==> config.mk <==
export PLATFORM = sky130hd
export DESIGN_NAME = branch_resolve_unit
export DESIGN_NICKNAME = d
export VERILOG_FILES = /design/src/rtl/branch_pkg.sv /design/src/rtl/branch_fifo.sv /design/src/rtl/branch_resolve_unit.sv
export SDC_FILE = /design/constraint.sdc
export NUM_CORES = 1
export LEC_CHECK = 0
export ABC_AREA = 1
export BUFFER_PORTS_ARGS = -buffer_cell sky130_fd_sc_hd__buf_4
export CORE_ASPECT_RATIO = 1.25
export CORE_MARGIN = 5
export CORE_UTILIZATION = 60
export CTS_CLUSTER_DIAMETER = 150
export DETAILED_ROUTE_END_ITERATION = 16
export GPL_TIMING_DRIVEN = 0
export PLACE_DENSITY = 0.84
export SYNTH_ARGS = -nofsm -noshare
export SYNTH_HDL_FRONTEND = slang
export SYNTH_SLANG_ARGS = --single-unit
==> constraint.sdc <==
create_clock -name clk -period 11.1 [get_ports clk]
set_clock_uncertainty 0.2 [all_clocks]
set_input_delay 0.555 -clock clk [delete_from_list [all_inputs] [get_ports clk]]
set_output_delay 0.555 -clock clk [all_outputs]
set_load 0.05 [all_outputs]
==> src/rtl/branch_pkg.sv <==
// Shared types for the branch resolve unit: queue entry layout, FSM states,
// and the default in-flight queue depth.
package branch_pkg;

  localparam int unsigned BR_DEPTH_DEFAULT = 4;

  typedef struct packed {
    logic        pred;
    logic [31:0] target;
    logic [31:0] fallthru;
  } br_entry_t;

  typedef enum logic {
    RUN   = 1'b0,
    FLUSH = 1'b1
  } br_state_t;

endpackage

==> src/rtl/branch_fifo.sv <==
// In-flight branch queue: power-of-two depth FIFO with a synchronous clear
// that takes priority over a same-cycle push or pop.
module branch_fifo
  import branch_pkg::*;
#(
  parameter int unsigned DEPTH = BR_DEPTH_DEFAULT
) (
  input  logic                           clk,
  input  logic                           rst_n,
  input  logic                           push_i,
  input  logic                           pop_i,
  input  logic                           clear_i,
  input  logic [$bits(br_entry_t)-1:0]   wdata_i,
  output logic [$bits(br_entry_t)-1:0]   rdata_o,
  output logic                           full_o,
  output logic                           empty_o
);

  localparam int unsigned PTR_W = $clog2(DEPTH);
  localparam logic [PTR_W-1:0] PTR_ONE = PTR_W'(1);
  localparam logic [PTR_W:0]   CNT_ONE = (PTR_W + 1)'(1);

  logic [PTR_W-1:0] wr_ptr_q;
  logic [PTR_W-1:0] rd_ptr_q;
  logic [PTR_W:0]   count_q;
  br_entry_t        mem_q [DEPTH];
  logic             do_push;
  logic             do_pop;

  assign full_o  = (count_q == (PTR_W + 1)'(DEPTH));
  assign empty_o = (count_q == '0);
  assign do_push = push_i && !full_o && !clear_i;
  assign do_pop  = pop_i && !empty_o && !clear_i;
  assign rdata_o = mem_q[rd_ptr_q];

  always_ff @(posedge clk) begin
    if (!rst_n || clear_i) begin
      wr_ptr_q <= '0;
      rd_ptr_q <= '0;
      count_q  <= '0;
    end else begin
      if (do_push) wr_ptr_q <= wr_ptr_q + PTR_ONE;
      if (do_pop)  rd_ptr_q <= rd_ptr_q + PTR_ONE;
      unique case ({do_push, do_pop})
        2'b10:   count_q <= count_q + CNT_ONE;
        2'b01:   count_q <= count_q - CNT_ONE;
        default: ;
      endcase
    end
  end

  // Storage needs no reset; occupancy alone decides what is valid.
  always_ff @(posedge clk) begin
    if (do_push) mem_q[wr_ptr_q] <= br_entry_t'(wdata_i);
  end

endmodule

==> src/rtl/branch_resolve_unit.sv <==
// Tracks in-flight branches from decode to MEM, compares predictions with
// outcomes, drives predictor updates, flush/redirect and statistics.
module branch_resolve_unit
  import branch_pkg::*;
#(
  parameter int unsigned DEPTH        = BR_DEPTH_DEFAULT,
  parameter int unsigned FLUSH_CYCLES = 2,
  parameter int unsigned CNT_W        = 16
) (
  input  logic             clk,
  input  logic             rst_n,
  input  logic             dec_branch,
  input  logic             dec_prediction,
  input  logic [31:0]      dec_target,
  input  logic [31:0]      dec_pc,
  input  logic             mem_branch,
  input  logic             mem_taken,
  output logic             upd_valid,
  output logic             upd_taken,
  output logic             flush,
  output logic [31:0]      redirect_pc,
  output logic             stall,
  output logic             err,
  output logic [CNT_W-1:0] branch_cnt,
  output logic [CNT_W-1:0] mispredict_cnt
);

  localparam int unsigned FC_W = (FLUSH_CYCLES > 1) ? $clog2(FLUSH_CYCLES) : 1;

  br_state_t        state_q, state_d;
  logic [FC_W-1:0]  fcnt_q, fcnt_d;

  logic             fifo_full;
  logic             fifo_empty;
  logic [$bits(br_entry_t)-1:0] head_raw;
  br_entry_t        head;
  br_entry_t        wentry;

  logic             resolve_ok;
  logic             mispredict;
  logic             push;

  logic             upd_valid_q;
  logic             upd_taken_q;
  logic             flush_q;
  logic [31:0]      redirect_q;
  logic             err_q;
  logic [CNT_W-1:0] bcnt_q;
  logic [CNT_W-1:0] mcnt_q;

  assign head       = br_entry_t'(head_raw);
  assign wentry     = '{pred: dec_prediction, target: dec_target, fallthru: dec_pc + 32'd4};
  assign resolve_ok = mem_branch && (state_q == RUN) && !fifo_empty;
  assign mispredict = resolve_ok && (head.pred != mem_taken);
  // A mispredicting pop makes any same-cycle decode branch wrong-path.
  assign push       = dec_branch && (state_q == RUN) && !fifo_full && !mispredict;
  assign stall      = fifo_full;

  branch_fifo #(
    .DEPTH (DEPTH)
  ) u_fifo (
    .clk     (clk),
    .rst_n   (rst_n),
    .push_i  (push),
    .pop_i   (resolve_ok),
    .clear_i (mispredict),
    .wdata_i (wentry),
    .rdata_o (head_raw),
    .full_o  (fifo_full),
    .empty_o (fifo_empty)
  );

  always_ff @(posedge clk) begin
    if (!rst_n) begin
      state_q <= RUN;
      fcnt_q  <= '0;
    end else begin
      state_q <= state_d;
      fcnt_q  <= fcnt_d;
    end
  end

  // The first FLUSH cycle is the flush pulse cycle itself.
  always_comb begin
    state_d = state_q;
    fcnt_d  = fcnt_q;
    unique case (state_q)
      RUN: begin
        if (mispredict) begin
          state_d = FLUSH;
          fcnt_d  = FC_W'(FLUSH_CYCLES - 1);
        end
      end
      FLUSH: begin
        if (fcnt_q == '0) state_d = RUN;
        else              fcnt_d  = fcnt_q - FC_W'(1);
      end
      default: state_d = RUN;
    endcase
  end

  always_ff @(posedge clk) begin
    if (!rst_n) begin
      upd_valid_q <= 1'b0;
      upd_taken_q <= 1'b0;
      flush_q     <= 1'b0;
      redirect_q  <= '0;
      err_q       <= 1'b0;
      bcnt_q      <= '0;
      mcnt_q      <= '0;
    end else begin
      upd_valid_q <= resolve_ok;
      upd_taken_q <= resolve_ok && mem_taken;
      flush_q     <= mispredict;
      if (mispredict)                   redirect_q <= mem_taken ? head.target : head.fallthru;
      if (mem_branch && !resolve_ok)    err_q      <= 1'b1;
      if (resolve_ok && (bcnt_q != '1)) bcnt_q     <= bcnt_q + CNT_W'(1);
      if (mispredict && (mcnt_q != '1)) mcnt_q     <= mcnt_q + CNT_W'(1);
    end
  end

  assign upd_valid      = upd_valid_q;
  assign upd_taken      = upd_taken_q;
  assign flush          = flush_q;
  assign redirect_pc    = redirect_q;
  assign err            = err_q;
  assign branch_cnt     = bcnt_q;
  assign mispredict_cnt = mcnt_q;

endmodule

Word level (Yosys, flattened, before mapping)
Memory sizes are Yosys's and may differ from the RTL's. A register that Yosys moved wholly into a read port is not among the register bits.
Cells that the tools add are included.
{ "op_classes": {"reduce_logical": 22, "eq_ne": 7, "addsub": 8, "bitwise": 1, "n_mux": 12} }
{ "ops": {"columns": ["op", "count"], "rows": [
  ["$add 16x1->16 const B", 2],
  ["$add 32x3->32 const B", 1],
  ["$mux 32", 1],
  ["$ne 16x16->1 const B", 2],
  ["$logic_and 1x1->1", 14],
  ["$mux 1", 6],
  ["$pmux 3 s2", 1],
  ["$logic_not 1->1", 5],
  ["$add 2x1->2 const B", 2],
  ["$mux 2", 2],
  ["$pmux 1 s2", 2],
  ["$add 3x1->3 const B", 1],
  ["$eq 3x3->1 const B", 1],
  ["$logic_not 3->1", 1],
  ["$sub 3x1->3 const B", 1],
  ["$eq 2x1->1 const B", 1],
  ["$eq 2x2->1 const B", 1],
  ["$ne 2x2->1 const B", 1],
  ["$reduce_bool 2->1", 1],
  ["$logic_or 1x1->1", 1],
  ["$ne 1x1->1", 1],
  ["$not 1->1", 1],
  ["$sub 1x1->1 const B", 1]
]} }
{ "totals": {"in_bits": 70, "memories": 1, "elab_cells": 63, "out_inout_bits": 69, "ff_bits": 77, "mem_bits_rw": 260} }
{ "mem_list": {"columns": ["memory", "depth", "width", "read_ports", "rd_ports_with_merged_regs", "write_ports", "line", "rtl"], "rows": [
  ["u_fifo.mem_q", 4, 65, 1, 1, 1, "branch_fifo.sv:26", "br_entry_t mem_q [DEPTH];"]
]} }

Depth between registers and ports, before layout
Gate-level depths: netlist (run 1).
{ "depth": {"depth_word": 10, "mapped_depth": 15, "ltp_nobuf": 15} }

By module
Synthesis (run 1) repeated with hierarchy kept, for this count alone.
{ "unflattened": {"hier_cells": 1378, "area_unflattened_um2": 14654.1} }
{ "by_module_without_submodules": {"columns": ["mod", "seq_area_each_um2", "cells_each", "instances", "area_per_inst_um2"], "rows": [
  ["branch_fifo", 7987.7, 706, 1, 10460.0],
  ["branch_resolve_unit", 1401.3, 672, 1, 4194.0]
]} }

Worst setup path after synthesis (run 1)
Ideal clock, no wire load.
{ "synth_timing": {"path_type": "input to register", "start": "input port mem_taken", "end": "memory u_fifo.mem_q[0][0] (netlist name) (enable)", "arrival_ns": 4.176, "n_path_buf": 1, "required_time_ns": 10.412, "setup_slack_ns": 6.235, "setup_ns": 0.488, "stages": 7, "cell_sequence": "clkbuf_1 -> clkinv_1 -> nand3_2 -> nand2_4 -> nand2_8 -> nand2_1 -> nor2_1"} }
{ "synth_between": {"elab_chain_cells": 8} }
{ "synth_lines": {"columns": ["element", "line", "rtl"], "rows": [
  ["start, declared", "branch_resolve_unit.sv:17", "input logic mem_taken,"],
  ["$ne 1x1->1 (*)", "branch_resolve_unit.sv:54", "assign mispredict = resolve_ok && (head.pred != mem_taken);"],
  ["$logic_and 1x1->1 (*)", "branch_resolve_unit.sv:54", null],
  ["$logic_not 1->1 (*)", "branch_fifo.sv:32, branch_resolve_unit.sv:56", null],
  ["$logic_and 1x1->1", "branch_resolve_unit.sv:56", "assign push = dec_branch && (state_q == RUN) && !fifo_full && !mispredict;"],
  ["$logic_and 1x1->1", "branch_fifo.sv:32", "assign do_push = push_i && !full_o && !clear_i;"],
  ["$logic_and 1x1->1 (*)", "branch_fifo.sv:32", null],
  ["$mux 1 (*)", "branch_fifo.sv:54", "if (do_push) mem_q[wr_ptr_q] <= br_entry_t'(wdata_i);"],
  ["$mux 1 (not written as such) (*)", "branch_fifo.sv:54", null],
  ["end, declared", "branch_fifo.sv:26", null]
]} }
Mark *: on every way between the ends. The rest lies on a longest branch, timed or not.

==> impl_metrics.env, run 1 <==
export IMPL_fin_nets=1672
export IMPL_initial_core_util=0.607
export IMPL_rsz0062_at_grt="false"
export IMPL_crit_path_frequent_cell="nand2_1"
export IMPL_clock_sinks=339
export IMPL_synthMuxAreaShare=0
export IMPL_post_cts_setup_buffers=0
export IMPL_max_freq_mhz=284
export IMPL_htree_levels=1
export IMPL_slew_headroom=0.368
export IMPL_wl_met1_um=13800
export IMPL_met3WireLength_um=3180
export IMPL_finalCritPeriodShare=0.318
export IMPL_synth_xor_area_share=0.0243
export IMPL_worst_slew_pin_slew_ns=0.946
export IMPL_dp_hpwl_um=25100
export IMPL_hold_buffers=19
export IMPL_cts_tree="yes"
export IMPL_syn_nets=1477
export IMPL_setup_viol=0
export IMPL_cp_endpoint="u_fifo.mem_q[0][60]$_DFFE_PP_"
export IMPL_maxCapViolCount=0
export IMPL_antenna_found_initial=0
export IMPL_synthAdderAreaFrac=0.00834
export IMPL_drcViolationCount=0
export IMPL_grt_remaining_overflow=0
export IMPL_drive_gt1_frac=0.142
export IMPL_status="finished clean"
export IMPL_io_buffers=136
export IMPL_fin_tns_setup_ns=0
export IMPL_die_h_um=183
export IMPL_finalMaxSlewViolations=0
export IMPL_pin_count=139
export IMPL_vias=11500
export IMPL_wirelength_um=38000
export IMPL_grt_pass1_vias=11300
export IMPL_total_leakage_power_nw=6.51
export IMPL_switching_share=0.279
export IMPL_synthCells=1398
export IMPL_area_growth_pct=19.9
export IMPL_cp_end_kind="flip-flop"
export IMPL_antennaDiodeCount=0
export IMPL_fin_hold_ws_ns=0.00751
export IMPL_wire_per_inst_um=19.6
export IMPL_comb_power_share=0.177
export IMPL_cp_arrival_ns=3.57
export IMPL_clock_path_buffers=3
export IMPL_crit_slowest_cell="nor2_4"
export IMPL_max_stage_delay_ns=0.80
export IMPL_cp_data_required_time_ns=11.15
export IMPL_synth_compound_area_frac=0.0917
export IMPL_rrSetupSlack_ns=7.58
export IMPL_yosys_warnings=0
export IMPL_vias_per_cell=5.91
export IMPL_gp_congestion=0.936
export IMPL_grt_max_degree=31
export IMPL_dp_cells=1867
export IMPL_top_layer_used="met4"
export IMPL_seq_area_frac_synth=0.652
export IMPL_synth_top_family_by_area="simple AND/OR/NAND/NOR gates"
export IMPL_yosysUniqueCellTypes=38
export IMPL_final_core_util=0.728
export IMPL_r2r_end="u_fifo.mem_q[0][60]$_DFFE_PP_"
export IMPL_ys_ff_latch=339
export IMPL_postSynthAreaPerCell_um2=10.3
export IMPL_hold_violations=0
export IMPL_p_sw_uw=890
export IMPL_rows=63
export IMPL_startpoint_type="flip-flop"
export IMPL_grt_pass1_wl_um=58400
export IMPL_first_iter_violations=1257
export IMPL_p_seq_frac=0.482
export IMPL_core_area_mm2=0.0237
export IMPL_met2_length_um=19300
export IMPL_hp_start="dec_target[18]"
export IMPL_cts_buffers=30
export IMPL_p_int_mw=2.30
export IMPL_dieArea_mm2=0.0272
export IMPL_finalNonFillerCells=1942
export IMPL_worstSetupPathType="flip-flop to flip-flop"
export IMPL_drt_first_pass_iters=5
export IMPL_die_width_um=149
export IMPL_hold_class="input port to flip-flop"
export IMPL_antenna_violating_nets_post_route=0
export IMPL_clock_root_buffer="clkbuf_16"
export IMPL_powerDensity_mw_per_mm2=185
export IMPL_syn_area_mm2=0.0144
export IMPL_clock_latency_ns=0.55
export IMPL_peakVddDrop_mv=0.122
export IMPL_p_clk_frac=0.341
export IMPL_period_needed_ns=3.52
export IMPL_synthSimpleGateAreaFrac=0.185
export IMPL_critPathMaxFanout=27
export IMPL_track_usage=0.271
export IMPL_clkTransAtPathRegs_ns=0.07
export IMPL_worstPathCellList="buf_4 -> nand2_1 -> nand3_2 -> nand2_1 -> nand2_1 -> nand2_4 -> nand2_8 -> nand2_1 -> nor2_4 -> buf_12 -> buf_16"
export IMPL_r2r_cells=11
export IMPL_ctsResizeCount=0
==> cell usage in the layout (no fill, tap or decap), drive strengths merged, types with 19 or more instances in the layout <==
cell type	n
xor2	27
nand4	21
nand2	313
o21ai	140
edfxtp	260
inv	62
buf	165
nor2	198
o22ai	64
nand3	74
dlygate4sd3	19
a21oi	35
clkbuf	85
dfxtp	79
==> worst min path at each step <==
stage | endpoint | slack [ns] | cells past startpoint
after global routing | u_fifo.mem_q[1][53]$_DFFE_PP_ | 0.001 | 1
after global placement | fcnt_q$_SDFFE_PN0P_ | 0.23 | 1
after floorplan | fcnt_q$_SDFFE_PN0P_ | 0.22 | 1
after detailed placement | fcnt_q$_SDFFE_PN0P_ | 0.26 | 1
final | u_fifo.mem_q[2][50]$_DFFE_PP_ | 0.008 | 1
after CTS | u_fifo.mem_q[2][50]$_DFFE_PP_ | 0.0001 | 1
==> worst max-delay path: cells and delay by family, from the launching register on <==
kind | cells | cell delay [ns]
buf+inv | 3 | 0.74
flops | 1 | 0.49
simple gates | 8 | 1.73
==> routing by layer <==
metal / track usage / up-vias
met2: 0.480 / 671
li1: - / 5241
met4: 0.131 / 0
met3: 0.0398 / 139
met5: 0.00179 / -
met1: 0.324 / 5423
==> metrics by stage <==
step	cell area [µm²]	setup slack, ns	power (mW)
floorplan	14400	6.24	1.89
global placement	15800	3.61	2.08
detailed placement	16000	7.15	2.10
CTS	17300	7.57	3.18
global route	17300	7.47	3.29
finish	17300	7.58	3.19
==> registers in the layout, summed over array words and instances, names as in the netlist, named ones only <==
register	cells
branch_cnt	16
u_fifo.wr_ptr_q	2
state_q	1
upd_taken	1
u_fifo.count_q	3
upd_valid	1
u_fifo.rd_ptr_q	2
redirect_pc	32
u_fifo.mem_q	260
mispredict_cnt	16
err	1
fcnt_q	1
flush	1
==> power by group through the flow <==
| stage | clock (mW) | combinational, mW | sequential (mW) |
|---|---|---|---|
| after global routing | 1.14 | 0.604 | 1.54 |
| after detailed placement | 0 | 0.541 | 1.56 |
| after floorplan | 0 | 0.281 | 1.61 |
| after global placement | 0 | 0.502 | 1.57 |
| after CTS | 1.09 | 0.557 | 1.53 |
| final | 1.09 | 0.564 | 1.53 |
==> logic make-up (layout without fill, tap and decap cells) <==
group / after synthesis / count (layout)
AOI/OAI and AO/OA: 243 / 243
xor gates and xnor gates: 40 / 40
adders and majority gates: 9 / 9
buffers and inverters: 132 / 351
DFF: 339 / 339
and+or+nand+nor: 635 / 635
==> synthesized netlist by cell type <==
library cell	count	area [µm²]
nand3_2	4	40.0
o22ai_1	64	400
nand2_1	310	1160
a21oi_1	35	175
xnor2_1	13	114
fa_1	1	20.0
nor3_1	17	85.1
nand2_2	1	6.26
nand3b_1	5	37.5
o21ai_0	140	701
nor2_1	196	736
nor2_8	1	20.0
inv_1	61	229
nand3_1	70	350
nand4_1	20	125
nor3b_1	2	15.0
edfxtp_1	260	7810
clkbuf_1	47	176
ha_1	8	100
inv_2	1	3.75
nand2_8	1	20.0
nor2_4	1	11.3
and3_1	2	12.5
buf_4	3	22.5
buf_6	4	45.0
buf_1	4	15.0
dfxtp_1	79	1580
buf_2	10	50.1
nor4_1	2	12.5
o211ai_1	1	7.51
a31oi_4	1	21.3
nand4_2	1	12.5
nand2_4	1	11.3
clkbuf_2	1	5.00
clkinv_1	1	3.75
xor2_1	27	236
o31ai_1	2	15.0
or2_2	1	6.26
==> layout make-up <==
cell class	count	area [µm²]
clock inverters	19	204
inverters	63	236
repair buffers	163	1380
plain buffers	69	314
flip-flops and latches	339	9390
multi-input cells	927	4490
fillers	1538	6460
well taps	325	407
clock buffers	37	850
Note: power is estimated with default switching activity, not from simulation.
==> run 2, diff against run 1 <==
--- a/config.mk
+++ b/config.mk
@@ -9,11 +9,11 @@
 export BUFFER_PORTS_ARGS = -buffer_cell sky130_fd_sc_hd__buf_4
 export CORE_ASPECT_RATIO = 1.25
 export CORE_MARGIN = 5
-export CORE_UTILIZATION = 60
+export CORE_UTILIZATION = 59
 export CTS_CLUSTER_DIAMETER = 150
 export DETAILED_ROUTE_END_ITERATION = 16
 export GPL_TIMING_DRIVEN = 0
-export PLACE_DENSITY = 0.84
+export PLACE_DENSITY = 0.83
 export SYNTH_ARGS = -nofsm -noshare
 export SYNTH_HDL_FRONTEND = slang
 export SYNTH_SLANG_ARGS = --single-unit
==> constraint.sdc (replaced) <==
create_clock -name clk -period 3.6 [get_ports clk]
set_clock_uncertainty 0.2 [all_clocks]
set_input_delay 0.18 -clock clk [delete_from_list [all_inputs] [get_ports clk]]
set_output_delay 0.18 -clock clk [all_outputs]
set_load 0.05 [all_outputs]
==> run 2 against run 1 <==
Hold slack improved by 0.14 ns. Largest power group unchanged. Highest routed layer unchanged. Clock-buffer cell count rose by 4. Critical path type unchanged. Cell count rose by 2.9%. Largest cell class unchanged. Combinational power rose to 3.2 times the previous value.
==> impl_metrics.env, run 2 (synthesis results as in run 1) <==
export IMPL_die_width_um=150
export IMPL_regMostFlops="u_fifo.mem_q"
export IMPL_clock_path_buffers=3
export IMPL_max_freq_mhz=295
export IMPL_num_fill_cells=1497
export IMPL_crit_slowest_cell="nor2_4"
export IMPL_grt_remaining_overflow=0
export IMPL_gp_congestion=0.924
export IMPL_crit_path_frequent_cell="nand2_1"
export IMPL_fin_nets=1723
export IMPL_wire_per_inst_um=20.0
export IMPL_final_cell_mix="310 x nand2_1, 260 x edfxtp_1, 192 x nor2_1, 140 x o21ai_0, 139 x buf_4"
export IMPL_vias=11800
export IMPL_core_area_mm2=0.0243
export IMPL_period_needed_ns=3.39
export IMPL_hold_violations=0
export IMPL_startpoint_type="flip-flop"
export IMPL_io_buffers=136
export IMPL_slew_headroom=0.466
export IMPL_cts_buffers=30
export IMPL_clkTransAtPathRegs_ns=0.07
export IMPL_grt_pass1_wl_um=60800
export IMPL_grtUsageMet2=0.505
export IMPL_grt_max_degree=31
export IMPL_switching_share=0.281
export IMPL_total_leakage_power_nw=6.72
export IMPL_p_seq_frac=0.477
export IMPL_dieArea_mm2=0.0276
export IMPL_drcViolationCount=0
export IMPL_rrSetupSlack_ns=0.21
export IMPL_r2r_cells=11
export IMPL_max_stage_delay_ns=0.69
export IMPL_hp_start="dec_target[10]"
export IMPL_clock_sinks=339
export IMPL_area_growth_pct=23.7
export IMPL_cp_data_required_time_ns=3.67
export IMPL_p_sw_mw=2.79
export IMPL_worst_slew_pin_slew_ns=0.799
export IMPL_worstPathCellList="buf_4 -> nand2_1 -> nand3_2 -> nand2_1 -> nand2_1 -> nand2_4 -> nand2_8 -> nand2_1 -> nor2_4 -> buf_12 -> buf_16"
export IMPL_finalMaxSlewViolations=0
export IMPL_r2r_end="u_fifo.mem_q[2][53]$_DFFE_PP_"
export IMPL_cp_arrival_ns=3.46
export IMPL_globalRoute_busiestLayer="met2"
export IMPL_rsz0062_at_grt="false"
export IMPL_clock_latency_ns=0.57
export IMPL_hold_path_depth=2
export IMPL_worstSetupPathType="flip-flop to flip-flop"
export IMPL_comb_power_share=0.181
export IMPL_fin_ws_ns=0.205
export IMPL_p_int_mw=7.13
export IMPL_largest_register_ffs=260
export IMPL_post_place_ws_ns=0.219
export IMPL_cp_end_kind="flip-flop"
export IMPL_setup_viol=0
export IMPL_rows=64
export IMPL_final_common_cell="nand2_1"
export IMPL_met1_usage=0.332
export IMPL_wirelength_um=39900
export IMPL_die_h_um=185
export IMPL_track_usage=0.282
export IMPL_final_core_util=0.734
export IMPL_drt_first_pass_iters=11
export IMPL_cts_tree="yes"
export IMPL_status="finished clean"
export IMPL_post_cts_setup_buffers=0
export IMPL_hold_end="u_fifo.mem_q[1][42]$_DFFE_PP_"
export IMPL_pin_count=139
export IMPL_finalCritPeriodShare=0.943
export IMPL_drive_gt1_frac=0.137
export IMPL_first_iter_violations=1214
export IMPL_antenna_found_initial=1
export IMPL_fin_tns_setup_ns=0
export IMPL_clock_root_buffer="clkbuf_16"
export IMPL_vias_per_cell=5.92
export IMPL_hold_class="input port to flip-flop"
export IMPL_antenna_violating_nets_post_route=0
export IMPL_met3_usage=0.0489
export IMPL_initial_core_util=0.593
export IMPL_p_clk_frac=0.341
export IMPL_htree_levels=1
export IMPL_grt_pass1_vias=11600
export IMPL_peakVddDrop_mv=0.416
export IMPL_powerDensity_mw_per_mm2=557
export IMPL_maxCapViolCount=0
export IMPL_dp_hpwl_um=25800
export IMPL_critPathMaxFanout=23
run 2: changes by cell type in the layout (fill, tap and decap cells not counted), sizes merged:
cell | previous run | this run
inv | 62 | 63
clkinv | 12 | 4
clkinvlp | 4 | 7
diode | 0 | 1
clkbuf | 85 | 89
dlygate4sd3 | 19 | 70
run 2: per-layer routing:
metal / part of all wire / up-vias / wire [µm]
li1: - / 5335 / -
met1: 0.35 / 5573 / 13900
met2: 0.51 / 787 / 20500
met3: 0.094 / 149 / 3770
met4: 0.045 / 0 / 1790
met5: 0 / - / 0
run 2: repair_timing:
| item | 4_1_cts | 5_1_grt |
|---|---|---|
| hold buffers | 70 | 0 |
| gates resized for setup | 0 | 0 |
| hold endpoints to repair | 270 | 0 |
run 2: critical path, delay by kind of cell, from the launching register on:
family / cells / cell delay, ns
buffers and inverters: 3 / 0.75
AND/OR/NAND/NOR: 8 / 1.60
flip-flops: 1 / 0.47
run 2: how the worst max path moves through the flow:
stage	start	end	slack [ns]
after global routing	flip-flop	u_fifo.mem_q[2][19]$_DFFE_PP_	0.04
after global placement	flip-flop	u_fifo.mem_q[3][55]$_DFFE_PP_	-3.31
final	flip-flop	u_fifo.mem_q[2][53]$_DFFE_PP_	0.21
after floorplan	flip-flop	u_fifo.mem_q[0][0]$_DFFE_PP_	-0.98
after CTS	flip-flop	u_fifo.mem_q[2][49]$_DFFE_PP_	0.21
after detailed placement	flip-flop	u_fifo.mem_q[2][50]$_DFFE_PP_	0.22
run 2: final cells by class:
class / count / area, µm² / share of cell area
antenna: 1 / 2.50 / 0.000141
buffer: 69 / 314 / 0.0176
clock buffer: 41 / 863 / 0.0485
clock inverter: 15 / 194 / 0.0109
inverter: 63 / 236 / 0.0133
multi-input combinational: 927 / 4490 / 0.252
sequential: 339 / 9390 / 0.527
tap: 330 / 413 / 0.0232
timing repair buffer: 214 / 1900 / 0.107
run 2: stage by stage:
stage	instances	power (mW)	hold slack (ns)	area (µm²)
floorplan	1398	5.84	0.0789	14400
global placement	1864	6.39	0.181	15800
detailed placement	1872	6.47	0.184	16000
CTS	1998	9.88	0.142	17800
global route	1999	10.2	0.149	17800
finish	1999	9.92	0.150	17800
run 2: power by group through the flow:
stage	clock network, mW	registers, mW	logic (mW)
3_5_place_dp	0	4.80	1.67
5_1_grt	3.57	4.75	1.92
4_1_cts	3.39	4.72	1.76
2_1_floorplan	0	4.97	0.867
3_3_place_gp	0	4.85	1.54
6_report	3.39	4.74	1.80
